--- src/rtl/silly_pattern_gen.sv ---
// Multi-channel divided-clock / pulse pattern generator with glitch-safe output enables.
// Optional macro PHASE_SYNC_EN adds sync_in, which re-aligns every channel's counter and phase.
module silly_pattern_gen #(
  parameter int NUM_CH = 8,
  parameter int DIV_W  = 8,
  parameter int CH_W   = 3
) (
  input  logic              clk,
  input  logic              reset,
`ifdef PHASE_SYNC_EN
  input  logic              sync_in,
`endif
  input  logic              cfg_valid,
  output logic              cfg_ready,
  input  logic [CH_W-1:0]   cfg_ch,
  input  logic [DIV_W-1:0]  cfg_div,
  input  logic [1:0]        cfg_mode,
  output logic              cfg_err,
  input  logic [NUM_CH-1:0] en_mask,
  output logic [NUM_CH-1:0] pat_out
);

  typedef enum logic [1:0] {
    MODE_OFF        = 2'b00,
    MODE_SQUARE     = 2'b01,
    MODE_PULSE      = 2'b10,
    MODE_SQUARE_INV = 2'b11
  } mode_t;

  typedef enum logic {
    S_IDLE  = 1'b0,
    S_APPLY = 1'b1
  } cfgState_t;

  localparam logic [CH_W:0] NUM_CH_L = (CH_W+1)'(NUM_CH);

  cfgState_t         r_state;
  cfgState_t         w_nextState;
  logic              r_errFlag;
  logic              w_accept;
  logic              w_inRange;
  logic              w_sync;
  logic [NUM_CH-1:0] w_raw;
  logic [NUM_CH-1:0] w_safe;
  logic [NUM_CH-1:0] r_maskQ;
  logic [NUM_CH-1:0] r_enActive;
  logic [NUM_CH-1:0] r_pat;

`ifdef PHASE_SYNC_EN
  assign w_sync = sync_in;
`else
  assign w_sync = 1'b0;
`endif

  assign w_inRange = ({1'b0, cfg_ch} < NUM_CH_L);

  always_ff @(posedge clk or posedge reset) begin
    if (reset) begin
      r_state   <= S_IDLE;
      r_errFlag <= 1'b0;
    end else begin
      r_state <= w_nextState;
      if (w_accept) r_errFlag <= ~w_inRange;
    end
  end

  // Every accepted write is followed by one busy cycle; the error flag is only shown then.
  always_comb begin
    w_nextState = r_state;
    cfg_ready   = 1'b0;
    cfg_err     = 1'b0;
    w_accept    = 1'b0;
    case (r_state)
      S_IDLE: begin
        cfg_ready = 1'b1;
        w_accept  = cfg_valid;
        if (cfg_valid) w_nextState = S_APPLY;
      end
      S_APPLY: begin
        cfg_err     = r_errFlag;
        w_nextState = S_IDLE;
      end
      default: w_nextState = S_IDLE;
    endcase
  end

  for (genvar g = 0; g < NUM_CH; g++) begin : gCh
    logic [DIV_W-1:0] r_div;
    logic [DIV_W-1:0] r_cnt;
    mode_t            r_mode;
    logic             r_phase;
    logic             w_wr;
    logic             w_wrap;

    assign w_wr   = w_accept && w_inRange && (cfg_ch == CH_W'(g));
    assign w_wrap = (r_cnt == r_div);

    assign w_raw[g] = (r_mode == MODE_SQUARE)     ? r_phase  :
                      (r_mode == MODE_PULSE)      ? w_wrap   :
                      (r_mode == MODE_SQUARE_INV) ? ~r_phase : 1'b0;

    // A channel's enable may only move while its output is low, so no high pulse is cut short.
    assign w_safe[g] = ~w_raw[g] | ((r_mode == MODE_PULSE) & ~w_wrap);

    always_ff @(posedge clk or posedge reset) begin
      if (reset) begin
        r_div   <= '0;
        r_cnt   <= '0;
        r_mode  <= MODE_OFF;
        r_phase <= 1'b0;
      end else if (w_wr) begin
        r_div   <= cfg_div;
        r_mode  <= mode_t'(cfg_mode);
        r_cnt   <= '0;
        r_phase <= 1'b0;
      end else if (w_sync || (r_mode == MODE_OFF)) begin
        r_cnt   <= '0;
        r_phase <= 1'b0;
      end else if (w_wrap) begin
        r_cnt   <= '0;
        r_phase <= ~r_phase;
      end else begin
        r_cnt   <= r_cnt + DIV_W'(1);
      end
    end
  end

  always_ff @(posedge clk or posedge reset) begin
    if (reset) begin
      r_maskQ    <= '0;
      r_enActive <= '0;
      r_pat      <= '0;
    end else begin
      r_maskQ    <= en_mask;
      r_enActive <= (r_enActive & ~w_safe) | (r_maskQ & w_safe);
      r_pat      <= w_raw & r_enActive;
    end
  end

  assign pat_out = r_pat;

endmodule

--- config.mk ---
export PLATFORM = sky130hd
export DESIGN_NAME = silly_pattern_gen
export DESIGN_NICKNAME = d
export VERILOG_FILES = /design/src/rtl/silly_pattern_gen.sv
export SDC_FILE = /design/constraint.sdc
export NUM_CORES = 1
export LEC_CHECK = 0
export ABC_CLOCK_PERIOD_IN_PS = 6500
export BUFFER_PORTS_ARGS = -buffer_cell sky130_fd_sc_hd__buf_4
export CAP_MARGIN = 20
export CORE_ASPECT_RATIO = 2
export CORE_MARGIN = 1.5
export CORE_UTILIZATION = 55
export CTS_CLUSTER_SIZE = 24
export DETAILED_ROUTE_END_ITERATION = 10
export GPL_TIMING_DRIVEN = 0
export PLACE_DENSITY = 0.72
export SLEW_MARGIN = 25
export SYNTH_ARGS = -nofsm -noshare
export SYNTH_HDL_FRONTEND = slang
export SYNTH_SLANG_ARGS = --single-unit
--- constraint.sdc ---
create_clock -name clk -period 6.5 [get_ports clk]
set_clock_uncertainty 0.05 [all_clocks]
set_input_delay 0.325 -clock clk [delete_from_list [all_inputs] [get_ports clk]]
set_output_delay 0.325 -clock clk [all_outputs]
set_load 0.02 [all_outputs]
**After elaboration in Yosys (flattened, before gate mapping)**

Cells that the tools add are included.

- Bits in registers: 177
- Output and inout bits: 10
- Logic and storage cells: 230

- Add/sub/neg operators: 8
- Eq/ne operators: 39
- Muxes and demuxes: 76
- Bitwise logic cells: 46
- Reduce and logical (&&, ||, !) cells: 25

Operators with widths:

| kind | count |
|---|---|
| 2-to-1 mux 8 bit | 24 |
| adder 8 x 1 -> 8 bit (second input constant) | 8 |
| equality test 8 bit | 8 |
| 2-to-1 mux 1 bit | 51 |
| equality test 2 bit (second input constant) | 16 |
| inverter 1 bit | 25 |
| AND 8 bit | 3 |
| nonzero test 3 bit | 8 |
| equality test 2 x 1 -> 1 bit (second input constant) | 8 |
| zero test 2 bit | 8 |
| equality test 3 bit (second input constant) | 4 |
| AND 1 bit | 8 |
| logical AND 1 bit | 8 |
| inverter 8 bit | 1 |
| OR 1 bit | 8 |
| OR 8 bit | 1 |
| equality test 3 x 2 -> 1 bit (second input constant) | 2 |
| equality test 3 x 1 -> 1 bit (second input constant) | 1 |
| zero test 3 bit | 1 |
| case mux 1 bit (2 select lines) | 1 |

**Logic depth before layout (Yosys ltp)**

Gate-level depths: netlist of run 1.

- Word-level depth: 9
- Mapped depth: 5
- Depth with buffers taken out: 4

**Worst setup path after synthesis of run 1**

OpenSTA, ideal clock, no wires.

- Kind: flip-flop to flip-flop
- Start: register r_state
- End: register gCh[5].r_div[0]
- Setup time: 0.125 ns
- Arrival time: 1.349 ns
- Data required time: 6.325 ns
- Path slack: 4.976 ns
- Stages on the path, launching flop included: 5
- Cells stage by stage: dfrtp_1 nand3b_1 nor2_1 buf_4 mux2_2

- Longest elaborated chain between the ends: 2

Ends and longest elaborated chain:

| item | RTL line | RTL |
|---|---|---|
| from (decl) | 37 | `cfgState_t r_state;` |
| from (signal assigned) | 62 | `r_state <= w_nextState;` |
| 2-to-1 mux 1 bit | 73 | `case (r_state)` |
| logical AND 1 bit | 95 | `assign w_wr = w_accept && w_inRange && (cfg_ch == CH_W'(g));` |
| to (signal assigned) | 112 | `r_div <= cfg_div;` |
| to (decl) | 88 | `logic [DIV_W-1:0] r_div;` |

No other way between the ends.
A chain may end at the register's enable or synchronous reset.

**Worst setup path in the final report of run 1**

Ends and elaborated chain as after synthesis.

==> results.cfg, run 1 <==
[synth]
synth.avg_cell_area_um2 = 11.2
synth_top_area_cell = dfrtp_1
synth.distinct_cells = 39
ys_seq_elements = 177
synth-seq-area-share_pct = 53.6
syn_inst = 735
synth_warnings = 0
synth.net_count = 767
synth_top_area_share_pct = 53.6
synthTopCellsByArea = dfrtp_1, mux2_2, xnor2_1, xor2_1, nor2_1
syn_area_um2 = 8260

[power]
p_per_area_nw_per_um2 = 361
p_leak_nw = 4.12
power.total_mw = 3.41
vdd_drop_max_v = 0.000217

[placement]
dpl_cell_area_um2 = 8810
post-dp-hpwl_um = 12300
placed_cells = 964
gp_congestion = 0.820
io_buffers = 32
place_ws_ns = 4.53

[final_layout]
area_growth_pct = 14.4
nets = 829
layout_common_cells = dfrtp_1, nor2_1, xnor2_1, mux2_2, nand2_1
fillers = 1186
final_cell_area_um2 = 9460
drive_gt1_share_pct = 18.0
instances_no_fill = 1004
num_antenna_cells = 0
mostFrequentLayoutCell = dfrtp_1
final_util_pct = 64.2

[grt]
grt_max_degree = 80
grt_pass1_vias = 5950
grt_overflow_total = 0
grt_pass1_wl_um = 29000
grt.total_usage_pct = 24.3
grt_antenna_before_repair = 0

[clocking]
numCtsBuffers = 17
cts_tree = yes
clk_pin_slew_worst_paths_ns = 0.07
cts.hold.buffers_added = 9
post-cts-setup-buffers = 0
clkSinkCount = 177
cts_resized = 0
cts-root-buf = clkbuf_16
htree_levels = 4
ctsLongestPathBuffers = 2
clk_latency_ns = 0.43

[routing]
wl_um = 17500
routedWlPerCell_um = 17.4
drcViolationCount = 0
antenna_left = 0
drt_pass1_iterations = 4
vias_per_cell = 5.69
num_vias = 5715
drt_iter0_drc = 329

[worst_setup_path]
critPathSlowestCell = dfrtp_1
slowest_delay_ns = 0.42
end_kind = flip-flop
path_cells = nand3b_1 -> nor2_1 -> buf_4 -> mux2_2
crit_type = flip-flop to flip-flop
start_kind = flip-flop
cp_max_fo = 10
crit_required_ns = 6.76
arrival_ns = 2.23

[sta]
max_freq_mhz = 507
worst-slew-pin-transition_ns = 0.726
grt_setup_unrepaired = no
fin_crit_ns = 1.97
fin_crit_sh_pct = 30.3
slew_viol_final = 0
hold_viol = 0
hold-worst-slack_ns = 0.135
fin_setup_tns_ns = 0
setup_ws_ns = 4.53
setup_viol = 0
max_slew_margin_pct = 51.6

[floorplanning]
die_x_um = 89.7
die-height_um = 176
io_pins = 34
core_um2 = 14700
initial_core_util_pct = 56.1
die-area_um2 = 15800
rows = 63

[run]
drv_cap = 0

[status]
outcome = finished clean

[worst_hold_path]
hp-class = primary input to flip-flop
==> path summary, 6_finish.rpt <==
check	startpoint	endpoint	slack [ns]	depth (start not counted)
min in group asynchronous	reset	async pin	0.36	3
worst min-delay path	cfg_valid	r_state	0.14	2
worst max register to register	r_state	gCh[5].r_div[0]	4.53	4
worst min register to register	gCh[3].r_div[6]	gCh[3].r_div[6]	0.45	2
max in group asynchronous	reset	r_maskQ[7]	5.04	5
worst max-delay path	r_state	gCh[5].r_div[0]	4.53	4
==> registers in the layout, summed over array words and instances (netlist names), named ones only <==
register and count:
gCh.r_cnt 64, r_maskQ 8, gCh.r_mode 16, gCh.r_phase 8
pat_out 8, r_state 1, gCh.r_div 64
==> synth_stat cells <==
library cell,instances
dfrtp_1,177
nor2_1,84
xnor2_1,78
mux2_2,64
nand2_1,43
nand3_1,42
xor2_1,41
inv_1,26
and3_1,22
o21ai_0,20
a21oi_1,16
nand4_1,15
nor3b_1,13
o31ai_1,12
or3_1,9
ha_1,8
mux2i_1,8
nor4b_1,8
o32ai_1,8
buf_2,5
buf_4,4
nand2b_1,4
o221ai_1,4
clkbuf_1,3
o21bai_2,3
o22ai_1,3
nor3_1,2
o31a_1,2
a211oi_1,1
a221oi_2,1
and2b_1,1
and3_2,1
conb_1,1
nand3b_1,1
nand4_2,1
nor2b_1,1
nor3b_2,1
o211ai_1,1
xnor2_2,1
==> layout make-up <==
type                            count  area, um^2  share of cell area (%)
Clock inverter                     13         128                    1.35
Sequential cell                   177        4430                    46.8
Timing Repair Buffer               43         385                    4.08
Clock buffer                       18         429                    4.54
Tap cell                          195         244                    2.58
Multi-Input combinational cell    520        3670                    38.8
Inverter                           26         105                    1.11
Buffer                             12        66.3                   0.701
==> cell families after synthesis <==
group / after synthesis / synth area share (%)
flip-flops: 177 / 53.6
XOR/XNOR: 120 / 12.8
buffers and inverters: 38 / 1.98
adder cells (fa/ha/maj): 8 / 1.21
other: 1 / 0.0454
multiplexers: 72 / 9.69
AO/OA/AOI/OAI: 71 / 5.75
AND/OR/NAND/NOR: 248 / 14.9
==> worst max-delay path: cells and delay by family, from the launching register on <==
| kind | cells | cell delay (ns) |
|---|---|---|
| simple gates | 2 | 0.78 |
| flops | 1 | 0.42 |
| mux | 1 | 0.36 |
| buf+inv | 1 | 0.24 |
==> report_power, final <==
part | total [mW] | leakage [nW] | switching (mW) | internal (mW)
clock | 0.985 | 0.265 | 0.452 | 0.533
combinational | 0.823 | 1.59 | 0.412 | 0.411
sequential | 1.60 | 2.26 | 0.264 | 1.34
total | 3.41 | 4.12 | 1.13 | 2.28
==> metal layers <==
metal  global-route usage, %  wire length (um)  vias to the layer above
met4                    11.3               614                        0
met5                       0                 0                        -
met2                    42.5              9560                      111
met3                    3.79               485                       45
met1                    28.1              6840                     2897
li1                        -                 -                     2662
Note: power is estimated with default switching activity, not from simulation.
==> run 2, diff against run 1 <==
Settings changed: ABC_CLOCK_PERIOD_IN_PS 6500 to 2000.
Clock period 6.5 ns to 2 ns, I/O delays scaled along.
==> results.cfg, run 2 (synthesized netlist as in run 1, its figures left out) <==
[routing]
drt_pass1_iterations = 4
routedWlPerCell_um = 17.0
wl_um = 17400
drt_iter0_drc = 356
vias_per_cell = 5.58
antenna_left = 0
drcViolationCount = 0
num_vias = 5695

[power]
p_per_area_nw_per_um2 = 1160
p_leak_nw = 4.23
vdd_drop_max_v = 0.000844

[worst_setup_path]
rr_worst_depth = 4
crit_type = flip-flop to flip-flop
reg2reg_slack_ns = 0.18
cp_max_fo = 8
start_kind = flip-flop
r2r-end = gCh[0].r_cnt[7]
end_kind = flip-flop
crit_required_ns = 2.23
arrival_ns = 2.05
worstReg2RegStart = gCh[0].r_cnt[1]

[final_layout]
drive_gt1_share_pct = 18.8
multi_input_area_um2 = 3680
area_growth_pct = 17.9
mostFrequentLayoutCell = dfrtp_1
reg_top3 = gCh.r_cnt x64, gCh.r_div x64, gCh.r_mode x16
num_antenna_cells = 0
fillers = 1149
final_util_pct = 66.1
seq_area_um2 = 4430
nets = 847
layout_common_cells = dfrtp_1, nor2_1, xnor2_1, mux2_2, nand2_1
instances_no_fill = 1021

[clocking]
htree_levels = 4
cts_tree = yes
cts-root-buf = clkbuf_16
clk_pin_slew_worst_paths_ns = 0.07
ctsLongestPathBuffers = 2
clkSinkCount = 177
numCtsBuffers = 17
clk_latency_ns = 0.42

[floorplanning]
io_pins = 34
die-area_um2 = 15800
rows = 63
die-height_um = 176
initial_core_util_pct = 56.1
core_um2 = 14700
die_x_um = 89.7

[sta]
setup_viol = 0
max_freq_mhz = 550
fin_crit_ns = 1.82
hold_viol = 0
slew_viol_final = 0
worst-slew-pin-transition_ns = 0.692
max_slew_margin_pct = 53.8
grt_setup_unrepaired = no
fin_crit_sh_pct = 90.9

[worst_hold_path]
hp-class = primary input to flip-flop
min_path_cells = 3
min_to = gCh[4].r_div[7]
hp-start = cfg_ch[2]

[grt]
grt_overflow_total = 0
grt_max_degree = 31
grt_antenna_before_repair = 0
grt_pass1_wl_um = 29100
grt_pass1_vias = 6111
grt.total_usage_pct = 24.1

[placement]
io_buffers = 32
gp_congestion = 0.808
placed_cells = 969
post-dp-hpwl_um = 12300

[run]
drv_cap = 0

[status]
outcome = finished clean
## run 2: changes by cell type in the layout (fill, tap and decap cells not counted), moves of 2 or more
cell	before	now
dlygate4sd3_1	9	20
inv_6	6	1
buf_12	0	3
buf_16	2	4
buf_4	36	38
bufinv_16	1	3
clkinvlp_4	3	5
o221ai_1	4	2
o221ai_2	0	2
## run 2: repair_timing
action,in CTS,in global routing
hold buffers,20,0
setup endpoints to repair,0,16
resized for setup,0,2
setup buffers,0,2
endpoints found under the hold margin,82,0
## run 2: worst max-delay path by stage
stage,start,end,slack (ns),cells after the start
finish,gCh[0].r_cnt[1],gCh[0].r_cnt[7],0.18,4
global route,gCh[4].r_cnt[0],gCh[4].r_cnt[0],0.03,4
CTS,r_state,gCh[7].r_div[3],0.08,4
detailed placement,r_state,gCh[5].r_div[3],0.08,4
global placement,reset,r_maskQ[6],-1.35,2
floorplan,reset,async pin,-0.42,1
## run 2: where the power goes
group / internal, mW / total, mW / switching, mW
combinational: 1.38 / 2.73 / 1.35
clock: 1.95 / 3.33 / 1.37
sequential: 4.36 / 5.22 / 0.861
total: 7.69 / 11.3 / 3.59
## run 2: metal layers
| metal | vias up | track usage (%) | wire length (um) |
|---|---|---|---|
| li1 | 2698 | - | - |
| met1 | 2887 | 28.2 | 6740 |
| met2 | 90 | 43.3 | 9930 |
| met3 | 20 | 4.07 | 433 |
| met4 | 0 | 8.40 | 265 |
| met5 | - | 0 | 0 |
## run 2: layout make-up
| cell class | instances | share of cell area (%) |
|---|---|---|
| Multi-Input combinational cell | 520 | 37.8 |
| Buffer | 12 | 0.681 |
| Tap cell | 195 | 2.51 |
| Inverter | 26 | 1.04 |
| Clock inverter | 13 | 1.70 |
| Sequential cell | 177 | 45.5 |
| Timing Repair Buffer | 61 | 6.42 |
| Clock buffer | 17 | 4.37 |
## run 2: stage by stage
stage	hold slack, ns	TNS (ns)	area [um^2]	worst slack, ns	power [mW]
floorplan	0.0814	-73.74	8270	-0.417	7.13
global placement	0.159	-236.50	8750	-1.35	7.71
detailed placement	0.141	0	8920	0.0780	7.94
CTS	0.0672	0	9710	0.0756	11.3
global route	0.0733	0	9740	0.0299	12.0
finish	0.0871	0	9740	0.183	11.3
## run 2: critical path, cell delays in order (launching register included)
cell	delay, ns
dfrtp_1	0.44
xnor2_1	0.19
nand4_1	0.26
o221ai_1	0.61
nor2_1	0.13
==> run 3, diff against run 2 <==
Settings changed: PLACE_DENSITY 0.72 to 0.68.
==> results.cfg, run 3 (synthesized netlist as in run 1, its figures left out) <==
[routing]
vias_per_cell = 5.61
antenna_left = 0
drt_iter0_drc = 296
drt_pass1_iterations = 4
num_vias = 5737
routedWlPerCell_um = 17.1
wl_um = 17500
drcViolationCount = 0

[final_layout]
area_growth_pct = 17.7
drive_gt1_share_pct = 18.7
mostFrequentLayoutCell = dfrtp_1
nets = 846
seq_area_um2 = 4430
reg_top3 = gCh.r_cnt x64, gCh.r_div x64, gCh.r_mode x16
multi_input_area_um2 = 3680
fillers = 1165
layout_common_cells = dfrtp_1, nor2_1, xnor2_1, mux2_2, nand2_1
num_antenna_cells = 0

[sta]
slew_viol_final = 0
setup_viol = 0
grt_setup_unrepaired = no
fin_setup_tns_ns = 0
fin_crit_ns = 1.83
fin_crit_sh_pct = 91.7
worst-slew-pin-transition_ns = 0.686
max_freq_mhz = 545
max_slew_margin_pct = 54.3
hold_viol = 0

[clocking]
clkSinkCount = 177
cts_tree = yes
ctsLongestPathBuffers = 2
cts-root-buf = clkbuf_16
clk_latency_ns = 0.43
htree_levels = 4
clk_pin_slew_worst_paths_ns = 0.07
numCtsBuffers = 17

[placement]
post-dp-hpwl_um = 12400
gp_congestion = 0.772
io_buffers = 32

[worst_setup_path]
end_kind = flip-flop
path_buf_inv = 0
cp_top_family = compound AO/OA/AOI/OAI gates
slowest_delay_ns = 0.64
critPathSlowestCell = o221ai_1
path_cells = xnor2_1 -> nand4_1 -> o221ai_1 -> nor2_1
arrival_ns = 2.07
crit_type = flip-flop to flip-flop
cp_max_fo = 8
start_kind = flip-flop
crit_required_ns = 2.23
reg2reg_slack_ns = 0.17

[worst_hold_path]
hp-class = primary input to flip-flop

[grt]
grt_max_degree = 34
grt.total_usage_pct = 24.5
grt_overflow_total = 0
grt_pass1_vias = 6172
grt_antenna_before_repair = 0
grt_pass1_wl_um = 29400

[floorplanning]
rows = 63
initial_core_util_pct = 56.1
die-area_um2 = 15800
die_x_um = 89.7
core_um2 = 14700
io_pins = 34
die-height_um = 176

[power]
p_per_area_nw_per_um2 = 1170
power.total_mw = 11.4
vdd_drop_max_v = 0.000685
p_seq_share_pct = 45.8
p_clk_share_pct = 30.3
internal-power_mw = 7.75
power_frac_comb_pct = 23.9
netSwitchingPower_mw = 3.63
swShare_pct = 31.9
p_leak_nw = 4.24

[run]
drv_cap = 0

[status]
outcome = finished clean
run 3: power groups by stage:
stage                     Sequential (mW)  Clock (mW)  Combinational (mW)
after global placement               5.23           0                2.50
final                                5.22        3.45                2.71
after CTS                            5.21        3.51                2.74
after detailed placement             5.28           0                2.68
after global routing                 5.33        3.67                3.07
after floorplan                      5.09           0                2.03
run 3: path summary, 6_finish.rpt:
path / cells after the start / to / start
max: 4 / gCh[4].r_cnt[2] / gCh[4].r_cnt[0]
min: 3 / gCh[4].r_div[7] / cfg_ch[2]
max reg2reg: 4 / gCh[4].r_cnt[2] / gCh[4].r_cnt[0]
min reg2reg: 2 / gCh[3].r_div[4] / gCh[3].r_div[4]
max in group asynchronous: 6 / gCh[2].r_mode[1] / reset
min in group asynchronous: 3 / async pin / reset
run 3: worst reg2reg max path, delay by kind of cell (launching register included):
family	cells	cell delay (ns)
xor+xnor	1	0.17
simple gates	2	0.37
flops	1	0.46
compound gates	1	0.64
run 3: final cells by class:
cell class,count,share of cell area [%]
sequential,177,45.6
multi-input combinational,520,37.9
timing repair buffer,60,6.00
clock buffer,19,4.56
tap,195,2.51
clock inverter,13,1.79
inverter,26,1.04
buffer,12,0.682
run 3: per-layer routing:
| layer | part of all wire (%) | vias up | routed length, um | track usage (%) |
|---|---|---|---|---|
| met1 | 38 | 2916 | 6590 | 26.9 |
| met4 | 3.4 | 0 | 597 | 10.7 |
| met5 | 0 | - | 0 | 0 |
| met2 | 56 | 91 | 9870 | 44.1 |
| met3 | 2.4 | 32 | 418 | 5.00 |
| li1 | - | 2698 | - | - |
run 3: timing repair:
item | in CTS | in global routing
endpoints found under the hold margin | 152 | 0
hold buffers | 20 | 0
buffers inserted | 0 | 2
resized for setup | 0 | 2
endpoints found under the setup margin | 0 | 26
run 3: through the flow:
stage | instances | hold slack [ns] | cell area (um^2) | worst slack, ns | util [%]
detailed placement | 968 | 0.0103 | 8880 | 0.0624 | 60.2
global route | 1022 | 0.115 | 9720 | 0.0260 | 66.0
global placement | 962 | 0.159 | 8750 | -1.37 | 59.4
finish | 1022 | 0.0995 | 9720 | 0.166 | 66.0
floorplan | 735 | 0.0814 | 8270 | -0.417 | -
CTS | 1020 | 0.0887 | 9700 | 0.0483 | 65.8
